$ cat src/rtl/msg_port_arbiter.sv
// msg_port_arbiter: shares the FIFO inside port between N_REQ requesters
// (round-robin outbound push, destination-routed inbound pop with drop counting).
module msg_port_arbiter #(
    parameter int W_MSG = 64,
    parameter int N_REQ = 4,
    parameter int W_ID  = 2
) (
    input  logic                        clk,
    input  logic                        rst,
    input  logic [N_REQ-1:0]            req_out_rdy,
    input  logic [N_REQ-1:0][W_MSG-1:0] req_out_msg,
    output logic [N_REQ-1:0]            req_out_ack,
    output logic [N_REQ-1:0]            resp_rdy,
    output logic [W_MSG-1:0]            resp_msg,
    input  logic [N_REQ-1:0]            resp_ack,
    output logic                        fifo_out_rdy,
    output logic [W_MSG-1:0]            fifo_out_msg,
    input  logic                        fifo_out_ack,
    input  logic                        fifo_in_rdy,
    input  logic [W_MSG-1:0]            fifo_in_msg,
    output logic                        fifo_in_ack,
    output logic [7:0]                  drop_cnt
);
    localparam int W_RR = N_REQ > 1 ? $clog2(N_REQ) : 1;

    typedef enum logic [1:0] {O_IDLE, O_WAIT, O_DONE} o_state_t;
    typedef enum logic [1:0] {I_IDLE, I_DELIVER, I_POP} i_state_t;

    o_state_t          o_state, o_next;
    i_state_t          i_state, i_next;
    logic [W_RR-1:0]   rr, rr_next, pick;
    logic              found;
    logic [N_REQ-1:0]  rot;
    logic [N_REQ-1:0]  gnt, gnt_next, req_out_ack_next, resp_rdy_next;
    logic [W_MSG-1:0]  fifo_out_msg_next, resp_msg_next;
    logic              fifo_out_rdy_next, fifo_in_ack_next;
    logic [7:0]        drop_cnt_next;
    logic [W_ID-1:0]   dest;

    // rotate requests so bit 0 is the requester at rr, then take the lowest set bit
    always_comb begin
        rot   = N_REQ'({req_out_rdy, req_out_rdy} >> rr);
        found = 1'b0;
        pick  = '0;
        for (int i = 0; i < N_REQ; i++) begin
            if (!found && rot[i]) begin
                found = 1'b1;
                pick  = W_RR'((int'(rr) + i) % N_REQ);
            end
        end
    end

    always_comb begin
        o_next            = o_state;
        rr_next           = rr;
        gnt_next          = gnt;
        fifo_out_rdy_next = fifo_out_rdy;
        fifo_out_msg_next = fifo_out_msg;
        req_out_ack_next  = '0;
        case (o_state)
            O_IDLE: if (found) begin
                o_next            = O_WAIT;
                gnt_next          = N_REQ'(1) << pick;
                fifo_out_rdy_next = 1'b1;
                fifo_out_msg_next = req_out_msg[pick];
                rr_next           = W_RR'((int'(pick) + 1) % N_REQ);
            end
            O_WAIT: if (fifo_out_ack) begin
                o_next            = O_DONE;
                fifo_out_rdy_next = 1'b0;
                req_out_ack_next  = gnt;
            end
            default: o_next = O_IDLE;
        endcase
    end

    // resp_rdy is one-hot on the destination, so it doubles as the ack filter
    always_comb begin
        dest             = fifo_in_msg[W_MSG-1 -: W_ID];
        i_next           = i_state;
        resp_rdy_next    = resp_rdy;
        resp_msg_next    = resp_msg;
        fifo_in_ack_next = 1'b0;
        drop_cnt_next    = drop_cnt;
        case (i_state)
            I_IDLE: if (fifo_in_rdy) begin
                resp_msg_next = fifo_in_msg;
                if (int'(dest) < N_REQ) begin
                    resp_rdy_next = N_REQ'(1) << dest;
                    i_next        = I_DELIVER;
                end else begin
                    i_next           = I_POP;
                    fifo_in_ack_next = 1'b1;
                    drop_cnt_next    = (drop_cnt == 8'hFF) ? drop_cnt : drop_cnt + 8'd1;
                end
            end
            I_DELIVER: if (|(resp_ack & resp_rdy)) begin
                resp_rdy_next    = '0;
                fifo_in_ack_next = 1'b1;
                i_next           = I_POP;
            end
            default: i_next = I_IDLE;
        endcase
    end

    always_ff @(posedge clk or posedge rst) begin
        if (rst) begin
            o_state      <= O_IDLE;
            i_state      <= I_IDLE;
            rr           <= '0;
            gnt          <= '0;
            req_out_ack  <= '0;
            fifo_out_rdy <= 1'b0;
            fifo_out_msg <= '0;
            resp_rdy     <= '0;
            resp_msg     <= '0;
            fifo_in_ack  <= 1'b0;
            drop_cnt     <= '0;
        end else begin
            o_state      <= o_next;
            i_state      <= i_next;
            rr           <= rr_next;
            gnt          <= gnt_next;
            req_out_ack  <= req_out_ack_next;
            fifo_out_rdy <= fifo_out_rdy_next;
            fifo_out_msg <= fifo_out_msg_next;
            resp_rdy     <= resp_rdy_next;
            resp_msg     <= resp_msg_next;
            fifo_in_ack  <= fifo_in_ack_next;
            drop_cnt     <= drop_cnt_next;
        end
    end
endmodule

$ cat config.mk
export PLATFORM = sky130hd
export DESIGN_NAME = msg_port_arbiter
export DESIGN_NICKNAME = d
export VERILOG_FILES = /design/src/rtl/msg_port_arbiter.sv
export SDC_FILE = /design/constraint.sdc
export NUM_CORES = 1
export LEC_CHECK = 0
export ABC_AREA = 1
export CAP_MARGIN = 20
export CORE_AREA = 2 2 185 187
export CTS_BUF_LIST = sky130_fd_sc_hd__clkbuf_8
export CTS_CLUSTER_DIAMETER = 40
export DETAILED_ROUTE_END_ITERATION = 10
export DIE_AREA = 0 0 187 189
export GPL_ROUTABILITY_DRIVEN = 0
export PLACE_DENSITY = 0.6
export SLEW_MARGIN = 15
export SYNTH_ARGS = -nofsm -noshare
export SYNTH_HDL_FRONTEND = slang
export SYNTH_SLANG_ARGS = --single-unit
$ cat constraint.sdc
create_clock -name clk -period 14.9 [get_ports clk]
set_input_delay 2.235 -clock clk [delete_from_list [all_inputs] [get_ports clk]]
set_output_delay 2.235 -clock clk [all_outputs]
set_load 0.03 [all_outputs]
# After elaboration in Yosys (flattened, before gate mapping)
# Index checks and enable logic that the tools add are counted.
# op_classes
addsub,4
order_cmp,1
n_eq_ne,6
shifts,3
mux,26
bitwise_logic,1
reduce_logical,17
# ops
cell,n
64-bit binary-select mux with 2-bit select,1
64-bit two-way mux,1
2-bit two-way mux,8
4-bit two-way mux,4
1-bit two-way mux,8
"2-bit != test, second input constant",4
2-bit case mux with 2 select lines,2
4-bit case mux with 2 select lines,1
2-bit AND reduction,4
"1-bit by 2-bit << shifter with 4-bit output, first input constant",2
8-bit by 2-bit >> shifter with 4-bit output,1
3-bit AND reduction,2
"2-bit by 1-bit adder with 2-bit output, second input constant",2
"2-bit adder, second input constant",2
4-bit bitwise AND,1
"2-bit by 1-bit equality test with 1-bit output, second input constant",2
2-bit zero test,2
2-bit nonzero test,2
4-bit OR reduction,1
1-bit logical AND,3
1-bit zero test,3
"2-bit by 3-bit less-than comparator with 1-bit output, second input constant",1
1-bit case mux with 2 select lines,1
# word_totals
ff_bits,148
input_bits,332
output_inout_bits,146
word_cells,68

# Longest topological paths before layout
# Gate-level depths: netlist (run 1).
# depth
depth_word,13
ltp_mapped,18
depth_no_buf,15

# Worst setup path after synthesis (run 1)
# OpenSTA, ideal clock, no wires.
# synth_timing
path_kind,input-to-reg
from,in req_out_rdy[0]
to,reg rr[1]
setup_time_ns,0.132
arrival_ns,3.604
required_ns,14.768
path_slack_ns,11.164
stages,15
n_path_buf,2
path_cell_list,inv_1 -> nand2_1 -> nand3_1 -> nand2_1 -> inv_2 -> nand2_2 -> nor2_4 -> nand2_2 -> nand2_2 -> buf_6 -> buf_6 -> inv_1 -> ha_1 -> nand2_1 -> o21ai_0
# synth_via
elab_chain_len,12
elab_cells_between_ends,17
cone_classes,add/sub: 1; shift: 1; mux: 8; reduce/logical: 7
# synth_lines
item,line,rtl
from (decl),10,"input logic [N_REQ-1:0] req_out_rdy,"
8-bit by 2-bit >> shifter with 4-bit output (*),42,"rot = N_REQ'({req_out_rdy, req_out_rdy} >> rr);"
1-bit two-way mux,46,if (!found && rot[i]) begin
1-bit zero test,46,
1-bit logical AND,46,
1-bit two-way mux,46,
1-bit zero test,46,
1-bit logical AND,46,
1-bit two-way mux,46,
1-bit zero test,46,
1-bit logical AND,46,
2-bit two-way mux / 1-bit two-way mux (equally long branches),46,
2-bit by 1-bit adder with 2-bit output / 2-bit AND reduction (equally long branches),--,
to (signal assigned),122,rr <= rr_next;
to (decl),31,"logic [W_RR-1:0] rr, rr_next, pick;"
# Mark *: on every way between the ends. The rest lies on a longest branch, timed or not.
# A chain may end at the register's enable or synchronous reset.

# Worst setup path after layout (run 1)
# Ends and elaborated chain as after synthesis.

==> results.txt, run 1 <==
Result of the run -> completed
Core occupancy in the finished layout -> 43.6%
DRC violation count after routing -> 0
Worst hold path class -> reg2reg
Arr. time, crit path -> 5.93 ns
Power Density -> 248 nW/um2
Worst path most repeated cell -> nand2_1
Critical path's largest stage delay -> 0.78 ns
CTS tree -> built
Mean post-synth cell area -> 6.97 um2
Number of antenna violations at the first check in global routing -> 1
Number of vias after detailed routing -> 9790
Number of vias per cell -> 4.45
Overall routed net length -> 34200 um
Achievable Freq -> 0.179 GHz
Height of the die -> 189 um
Area share of the largest cell type after synthesis -> 40.2%
Sink Count -> 148
Critical Path End Type -> flip-flop
Startpoint of the lowest-slack register-to-register path -> rr[0]
Sequential fraction of the synthesis area -> 40.2%
Largest net degree at the start of global routing -> 83
Final worst clock skew -> 0.0169 ns
Via count of the first global-routing pass -> 9559
Row Count -> 67
Horizontal extent of the die -> 187 um
First drt pass iteration count -> 5
Clk_lat worst skew -> 0.47 ns
Tot Pwr -> 3.60 mW
Minimum hold slack -> 0.483 ns
Grt total ovfl -> 0
Number of hold-repair buffers added at the cts stage -> 0
Setup repair after global routing missed its margin -> false
Worst slew slack as a fraction of its limit -> 42.4%
Final setup violating endpoints -> 0
Area enclosed by the die boundary -> 35300 um2
Worst-case clock buffer depth -> 2
Global-route usage over all layers -> 19.2%
Sort of element at the start of the critical path -> input pin
Area overhead of the layout relative to synthesis -> 57.3%
Top cells by area, synth -> dfrtp_1 (40%), nand2_1 (17%), nand3_1 (15%)
Starting density of the core -> 27.7%
Post-DR wirelength/cell -> 15.5 um
Number of port buffers -> 469
Syn Inst Count -> 1323
Worst hold start -> fifo_out_msg[21]
Class of the most critical setup path -> in2reg
Final min period -> 5.60 ns
Measured slew at the worst slew-check pin -> 0.863 ns
Post-CTS clock slew at the launch and capture registers of the worst setup and hold paths -> 0.09 ns
CTS root buffer -> clkbuf_8
Number of max-slew violations in the final report -> 0
Nets -> 2076
Distinct cell type count of the synthesized netlist -> 24
Number of resized instances in the post-cts repair step -> 0
Boundary Pins -> 478
Crit Path Max Fanout -> 76
Post-synth top area cell -> dfrtp_1
Setup Total Neg Slack -> 0 ns
Post-Syn Area -> 9220 um2
Dpl cell area -> 14100 um2
Fraction of layout instances using a drive strength above 1 -> 6.85%
Most numerous cell in the Yosys netlist -> nand2_1
Global-route wire length before repair -> 53200 um
Post-CTS Setup Repair Bufs -> 0
LEAKAGE -> 7.52 nW
Sum of net half-perimeters after detailed placement -> 25500 um
Count of buffer and inverter cells on the critical path -> 5
Fraction of synthesis flops using an asynchronous set or reset pin -> 100%
Total core area -> 33300 um2
Number of H-tree levels -> 4
Final Hold Fails -> 0
Period Utilization, post-route -> 37.6%
Highest-delay cell along the critical path -> buf_4
Req. time, crit path -> 15.23 ns
Cell area after layout -> 14500 um2
Synth top cells by count -> nand2_1 (429), inv_1 (273), nand3_1 (270)
Max capacitance violation total -> 0
CTS Buf Count -> 17
Main synth FF type -> dfrtp_1
Violation count after the first detailed-route iteration -> 384
ANT nets after route -> 0
Launch point of the worst path -> req_out_rdy[0]
Number of enable-type register cells in the synthesized netlist -> 0
Yosys synthesis warning count -> 0
Max IR drop VDD -> 182 uV
Delay-heaviest family, CP -> simple AND/OR/NAND/NOR gates
Total of flip-flops plus latches after synthesis -> 148
CP cell instances -> clkdlybuf4s50_1 > inv_1 > nand2_1 > nand3_1 > nand2_1 > inv_2 > nand2_2 > nor2_4 > nand2_4 > nand2_4 > buf_4 > inv_1 > ha_1 > nand2_1 > o21ai_0
-- per-layer routing --
layer | routed length [um] | vias to the layer above | global-route usage [%] | share of wire [%]
met5 | 0 | - | 0 | 0
met4 | 505 | 0 | 4.88 | 1.5
met3 | 2330 | 32 | 4.99 | 6.8
met2 | 17300 | 377 | 34.6 | 51
met1 | 14000 | 4565 | 22.6 | 41
li1 | - | 4816 | - | -
-- cell type report --
| class | instances | area [um2] |
|---|---|---|
| diodes | 1 | 2.50 |
| inverters | 278 | 1050 |
| fillers | 3474 | 18800 |
| clock buffers | 17 | 234 |
| flip-flops and latches | 148 | 3700 |
| multi-input cells | 816 | 4000 |
| well taps | 448 | 561 |
| repair buffers | 479 | 4770 |
| clock inverters | 15 | 186 |
-- per-stage QoR --
stage	instances	setup WS, ns
final	2202	9.30
after global routing	2202	9.03
after CTS	2201	9.34
after detailed placement	2169	8.80
after global placement	2169	8.88
after floorplan	1330	8.69
-- worst min-delay path: stages, from the launching register on --
cell     delay, ns
dfrtp_1       0.35
nand2_1       0.05
nand2_1       0.05
-- cell families (layout without fill, tap and decap cells) --
kind of cell               Yosys count  in the layout  share of synthesized area, %
and+or+nand+nor                    723            723                          33.4
DFF                                148            148                          40.2
xor gates and xnor gates             1              1                        0.0950
muxes                               62             62                          7.57
other                                1              9                        0.0407
buffers and inverters              366            789                          17.1
adders and majority gates            4              4                         0.543
AOI/OAI and AO/OA                   18             18                          1.06
-- worst paths after layout --
check | end | slack, ns | cells after the start
worst max-delay path | rr[1] | 9.30 | 15
worst min-delay path | fifo_out_msg[21] | 0.48 | 2
worst max register to register | rr[1] | 10.91 | 15
worst min register to register | fifo_out_msg[21] | 0.48 | 2
max in group asynchronous | resp_msg[52] | 11.46 | 3
min in group asynchronous | resp_msg[1] | 2.23 | 2
-- registers in the layout, indices dropped and copies added (netlist names) --
| signal | count |
|---|---|
| fifo_in_ack | 1 |
| fifo_out_msg | 64 |
| fifo_out_rdy | 1 |
| gnt | 4 |
| i_state | 2 |
| o_state | 2 |
| req_out_ack | 4 |
| resp_msg | 64 |
| resp_rdy | 4 |
| rr | 2 |
-- power by group --
group | leakage (nW) | internal (mW) | switching, mW
registers | 1.79 | 0.610 | 0.105
clock network | 0.212 | 0.157 | 0.183
logic | 5.52 | 0.912 | 1.64
-- cells in the final DEF, fill, tap and decap left out --
master             n
mux2_2            62
nand2_1          425
conb_1             8
o21ai_1            2
nand4_1            2
clkbuf_8          17
diode_2            1
ha_1               4
a22o_1             2
inv_2              4
nand2_2            5
nand2_4            4
clkinv_2           1
buf_4              9
nand3b_1           1
inv_1            272
clkdlybuf4s50_1  469
nor2_1            15
clkinvlp_4         1
nor2_4             1
inv_8              4
a21oi_1            5
bufinv_16          2
buf_6              1
dfrtp_1          148
xnor2_1            1
clkinv_4           1
clkinv_8           1
nand3_1          270
o21ai_0            9
inv_6              6
inv_4              1
Power figures use the tool's default switching activity.
==> inputs of run 2 (changes only) <==
CORE_AREA = 2 2 187 189   (was 2 2 185 187)
DIE_AREA = 0 0 189 191   (was 0 0 187 189)
PLACE_DENSITY = 0.61   (was 0.6)
clock period = 4.6 ns   (was 14.9 ns; I/O delays follow)
==> run 2 against run 1 <==
- count of clock-buffer cells in the layout did not move
- critical path depth did not move
- combinational power grew to 3.3 times the previous value
- wire length is 1.3% lower
- first-iteration DRC count rose by 16%
- utilization down 0.92 points
- sequential cell count did not move
==> results.txt, run 2 (same netlist as run 1, synthesis figures left out) <==
Fraction of layout instances using a drive strength above 1 -> 7.06% (+0.21 points)
Overall routed net length -> 33800 um (-1.3%)
Horizontal extent of the die -> 189 um (+1.1%)
Period Utilization, post-route -> 70.4%
LEAKAGE -> 7.53 nW (+0.14%)
Commonest non-fill, non-tap cell in the layout -> clkdlybuf4s50_1
Height of the die -> 191 um (+1.1%)
Area overhead of the layout relative to synthesis -> 57.8%
Net Sw Power -> 6.26 mW (+230%)
Registers with the most flip-flops -> fifo_out_msg (64), resp_msg (64)
Final worst-path setup slack -> 1.36 ns (-7.94 ns)
Final min period -> 3.24 ns
DRC violation count after routing -> 0 (unchanged)
Worst hold path class -> reg2reg
Fillers -> 3478 (+0.12%)
Tot Pwr -> 11.7 mW (+220%)
Sink Count -> 148 (unchanged)
Max capacitance violation total -> 0 (unchanged)
Post-DR wirelength/cell -> 15.3 um (-1.8%)
Worst slew slack as a fraction of its limit -> 36.4% (-6.1 points)
Setup repair after global routing missed its margin -> false
Number of vias per cell -> 4.39 (-1.3%)
CTS root buffer -> clkbuf_8
Setup slack after placement -> 0.870 ns (-7.93 ns)
Violation count after the first detailed-route iteration -> 447 (+16%)
CTS tree -> built
Register cell area after layout -> 3700 um2 (unchanged)
Number of resized instances in the post-cts repair step -> 0 (unchanged)
Switching share of power -> 53.6% (+0.20 points)
Global-route wire length before repair -> 52500 um (-1.4%)
Worst hold start -> fifo_out_msg[20]
Sort of element at the start of the critical path -> input pin
Internal portion of total power -> 5.42 mW (+220%)
Final Hold Fails -> 0 (unchanged)
Setup Total Neg Slack -> 0 ns (unchanged)
Row Count -> 68 (+1.5%)
Number of port buffers -> 469 (unchanged)
Setup slack of the most critical reg-to-reg path -> 1.49 ns (-9.42 ns)
Relative contribution of combinational cells to total power -> 71.1% (+0.4 points)
First drt pass iteration count -> 5 (unchanged)
Class of the most critical setup path -> in2reg
Power Density -> 803 nW/um2 (+220%)
Final worst clock skew -> 0.0193 ns (+0.00245 ns)
Hold path depth -> 2 (unchanged)
Post-CTS Setup Repair Bufs -> 0 (unchanged)
Worst-case hold path end point -> fifo_out_msg[20]
Post-CTS clock slew at the launch and capture registers of the worst setup and hold paths -> 0.11 ns (+0.02 ns)
Via count of the first global-routing pass -> 9529 (-0.31%)
Measured slew at the worst slew-check pin -> 0.954 ns (+0.0910 ns)
Sum of net half-perimeters after detailed placement -> 24600 um (-3.3%)
Number of antenna violations at the first check in global routing -> 1 (unchanged)
ANT nets after route -> 0 (unchanged)
Final setup violating endpoints -> 0 (unchanged)
Starting density of the core -> 27.0% (-0.68 points)
Total core area -> 34100 um2 (+2.5%)
Worst-case clock buffer depth -> 2 (unchanged)
Endpoint of the lowest-slack register-to-register path -> fifo_out_msg[35]
Startpoint of the lowest-slack register-to-register path -> rr[0]
Clock network fraction of design power -> 8.9% (-0.6 points)
Finished Layout Cells -> 2213 (+0.50%)
Max IR drop VDD -> 719 uV (+300%)
Largest net degree at the start of global routing -> 129 (+55%)
Area enclosed by the die boundary -> 36100 um2 (+2.1%)
Multi-input gate area -> 4000 um2 (unchanged)
Achievable Freq -> 0.309 GHz
Nets -> 2080 (+0.19%)
Grt total ovfl -> 0 (unchanged)
Core occupancy in the finished layout -> 42.7% (-0.92 points)
Result of the run -> completed
Number of hold-repair buffers added at the cts stage -> 0 (unchanged)
Crit Path Max Fanout -> 86 (+13%)
Number of max-slew violations in the final report -> 0 (unchanged)
Number of vias after detailed routing -> 9713 (-0.79%)
Number of cells on the worst reg-to-reg path -> 14 (-1)
Seq pwr share -> 20.0% (+0.2 points)
Clk_lat worst skew -> 0.46 ns (about the same)
Global-route usage over all layers -> 18.5% (-0.69 points)
Arr. time, crit path -> 3.60 ns (-2.33 ns)
Cells after DPL -> 2180 (+0.51%)
Commonest cells after routing, fill and taps aside -> clkdlybuf4s50_1 (469), nand2_1 (425), inv_1 (272)
Number of H-tree levels -> 4 (unchanged)
Boundary Pins -> 478 (unchanged)
Req. time, crit path -> 4.97 ns (-10.26 ns)
Critical Path End Type -> flip-flop
CTS Buf Count -> 17 (unchanged)
-- run 2: changes by cell type in the layout (fill, tap and decap cells not counted) --
cell	before	now
buf_12	0	3
clkinv_8	1	4
inv_6	6	3
buf_4	9	11
bufinv_16	2	0
clkinvlp_4	1	3
buf_6	1	0
-- run 2: worst max-delay path by stage --
stage	start	end	slack, ns	cells after the start
after floorplan	rst	fifo_in_ack	2.05	1
after detailed placement	req_out_rdy[0]	fifo_out_msg[35]	0.87	15
final	req_out_rdy[1]	fifo_out_msg[35]	1.36	15
after CTS	req_out_rdy[0]	fifo_out_msg[35]	1.40	15
after global routing	req_out_rdy[0]	fifo_out_msg[60]	1.05	15
after global placement	req_out_rdy[0]	fifo_out_msg[35]	0.96	15
-- run 2: area by class of cell --
type | count | share of cell area, %
Clock buffer | 17 | 1.61
Timing Repair Buffer | 483 | 33.2
Clock inverter | 15 | 1.13
Tap cell | 455 | 3.91
Sequential cell | 148 | 25.4
Multi-Input combinational cell | 816 | 27.4
Inverter | 278 | 7.21
Antenna cell | 1 | 0.0172
-- run 2: stage by stage --
| step | instance area, um2 | hold slack, ns |
|---|---|---|
| 3_3_place_gp | 14200 | 0.462 |
| 2_1_floorplan | 9250 | 0.449 |
| 6_report | 14600 | 0.487 |
| 5_1_grt | 14600 | 0.514 |
| 4_1_cts | 14600 | 0.489 |
| 3_5_place_dp | 14200 | 0.464 |
-- run 2: power groups by stage --
stage	logic, mW	registers [mW]	clock network (mW)
after CTS	8.46	2.34	1.09
after floorplan	4.68	3.48	0
after global routing	9.27	2.41	1.15
final	8.31	2.33	1.04
after detailed placement	8.44	2.36	0
after global placement	8.34	2.34	0
-- run 2: layer usage --
metal,vias to the layer above,global-route usage (%),wire length [um]
met5,-,0,0
met4,0,4.99,475
met3,28,3.76,2100
met2,340,32.6,16900
met1,4517,22.8,14300
li1,4828,-,-
-- run 2: worst max-delay path, cell delays in order --
cell	delay [ns]
clkdlybuf4s50_1	0.51
inv_1	0.05
nand2_1	0.08
nand3_1	0.13
nand2_1	0.13
inv_2	0.06
nand2_2	0.07
nor2_4	0.04
nand2_4	0.40
buf_4	0.78
nand3_1	0.15
nand3_1	0.21
nand2_1	0.09
nand2_1	0.07
nand2_1	0.05
==> patch (flow settings as in run 2) <==
Set the parameter `W_ID` to 4 (it was 2).
--- a/src/rtl/msg_port_arbiter.sv
+++ b/src/rtl/msg_port_arbiter.sv
@@ -5,3 +5,3 @@
     parameter int N_REQ = 4,
-    parameter int W_ID  = 2
+    parameter int W_ID  = 4
 ) (
Formal check against the unedited RTL: not equivalent (a bounded check fails within 4 cycles, from zero or initial values and one cycle with rst high).
==> patch against run 2 <==
  * Clock power up 8%
  * Power fell by 18%
  * Largest power group unchanged
  * Global-route usage rose by 1.4 points
  * Non-clock buffer count rose by 5
  * Worst hold slack worse by 0.0046 ns
  * Final area up 3.6%
  * Clock skew decreased by 0.0043 ns
  * Setup slack got worse by 0.0048 ns
  * Synthesized area rose by 3.9%
  * First-iteration DRC count is 3.6% lower
  * Sequential cell count grew 8
  * Critical path type unchanged
  * Register-to-register slack got worse by 0.05 ns
  * Wire length up 7.2%
==> patch: results (changes against run 2) <==
Status
  • Status: finished, final reports clean

Layout
  • Top Registers: fifo_out_msg x64, resp_msg x64, drop_cnt x8
  • Nets: 2,241 (+7.7%)
  • Share of cells above drive strength 1: 3.60% (-3.5 points)
  • Design area: 0.0151 sq mm (+3.6%)

Critical path
  • Cell family with most CP delay: simple AND/OR/NAND/NOR gates
  • Worst Path Arrival: 3.64 ns (+0.04 ns)
  • Slowest stage delay, CP: 0.58 ns (-0.20 ns)
  • Crit-path slowest cell: nand2_2
  • R2r worst-path depth: 15 (+1)
  • Critical path peak fanout: 34 (-60%)

Global routing
  • Gr usage total: 19.9% (+1.4 points)
  • Initial antenna violation count: 2 (+1)
  • GRT met1 Usage: 23.5% (+0.70 points)
  • Met3 usage: 6.28% (+2.5 points)
  • Vias in the first global route: 10,400 (+9.0%)
  • Routing usage on met2: 34.1% (+1.4 points)
  • Largest net degree at the start of global routing: 157 (+22%)
  • First-pass GRT wire length: 56,200 um (+7.2%)

Worst hold path
  • Cells on Worst Hold Path: 2 (unchanged)

STA
  • Worst rel slew slack: 37.7% (+1.4 points)
  • Skew final: 0.0150 ns (-0.00429 ns)

Route
  • Initial DRT Pass Iterations: 5 (unchanged)
  • DR vias: 10,600 (+9.2%)
  • Met3 routed WL: 3170 um (+51%)
  • Wire length on met1: 14,400 um (+0.95%)
  • Wirelength, routed: 36,200 um (+7.2%)
  • DR WL/cell: 15.3 um (about the same)
  • Initial DRC count: 431 (-3.6%)
  • Highest routed layer: met5
  • Met2 wire length: 17,500 um (+3.7%)

Clock tree
  • Clk buf depth: 2 (unchanged)
  • Reg clk slew, reported paths: 0.09 ns (-0.02 ns)
  • Clock root buffer: clkbuf_8
  • TritonCTS buffer count: 17 (unchanged)

Logic synthesis
  • Mapped Nets: 1,820
  • Sequential share of the synthesized area: 40.7% (+0.57 points)
  • Post-synth top flop: dfrtp_1
  • Synth cell types: 29 (+21%)
  • Avg Cell Area, Syn: 6.46 sq um (-7.3%)
  • Most common cell in the synthesized netlist: nand2_1
  • Leading post-synthesis cells by cell area: dfrtp_1, nand2_1, nand3_1, inv_1, buf_2
  • Top cells by count, synth: nand2_1, nand3_1, inv_1, dfrtp_1

Placement
  • Pre-CTS setup slack: 0.924 ns (+0.0533 ns)
  • DP Wirelength: 26,800 um (+8.9%)
  • PortBufs: 477 (+1.7%)
  • Post-DP Area: 0.0147 sq mm (+3.6%)
  • Dpl cells: 2,340 (+7.3%)

Power
  • VDD IR max: 662 uV (-7.9%)
  • Static Leakage: 0.00815 uW (+8.2%)
## patch: cell types whose count changed in the layout (fill, tap and decap cells not counted), sizes merged, moves of 4 or more
cell,change
xor2,+4
nand2,+193
conb,-8
dfrtp,+8
mux2,-62
clkdlybuf4s50,+8
nand3,+11
## patch: path summary, 6_finish.rpt
kind	start	endpoint	slack, ns
max	req_out_rdy[3]	fifo_out_msg[29]	1.36
min	fifo_out_msg[29]	fifo_out_msg[29]	0.48
max reg2reg	rr[0]	fifo_out_msg[29]	1.44
min reg2reg	fifo_out_msg[29]	fifo_out_msg[29]	0.48
max in group asynchronous	rst	fifo_out_msg[35]	3.09
min in group asynchronous	rst	fifo_out_msg[16]	0.81
## patch: kinds of logic (layout without fill, tap and decap cells)
group,count (synthesis),after routing,synth area share (%)
AND/OR/NAND/NOR,930,930,41.0
buffers and inverters,366,800,15.8
flip-flops,156,156,40.7
AO/OA/AOI/OAI,18,18,1.10
XOR/XNOR,8,8,0.731
adder cells (fa/ha/maj),5,5,0.653
other,0,1,0
## patch: power breakdown
part	switching [uW]	internal, uW
Combinational	4250	2230
Clock	597	526
Sequential	224	1720
## patch: worst register-to-register path: stages, from the launching register on
cell,delay [ns]
dfrtp_1,0.58
inv_4,0.11
nand2_2,0.10
nand2_1,0.07
nand2_2,0.07
nand2_4,0.08
nor2_8,0.12
nand3b_1,0.10
nor2_2,0.17
inv_2,0.05
nand2_2,0.58
buf_4,0.55
nand3_1,0.26
nand2_1,0.14
nand2_1,0.06
nand2_1,0.06
## patch: layout make-up
cell class	instances	area [sq um]
fillers	3462	19000
repair buffers	488	4940
multi-input cells	961	4190
flip-flops and latches	156	3900
inverters	280	1060
well taps	455	569
clock buffers	19	262
clock inverters	13	156
diodes	1	2.50
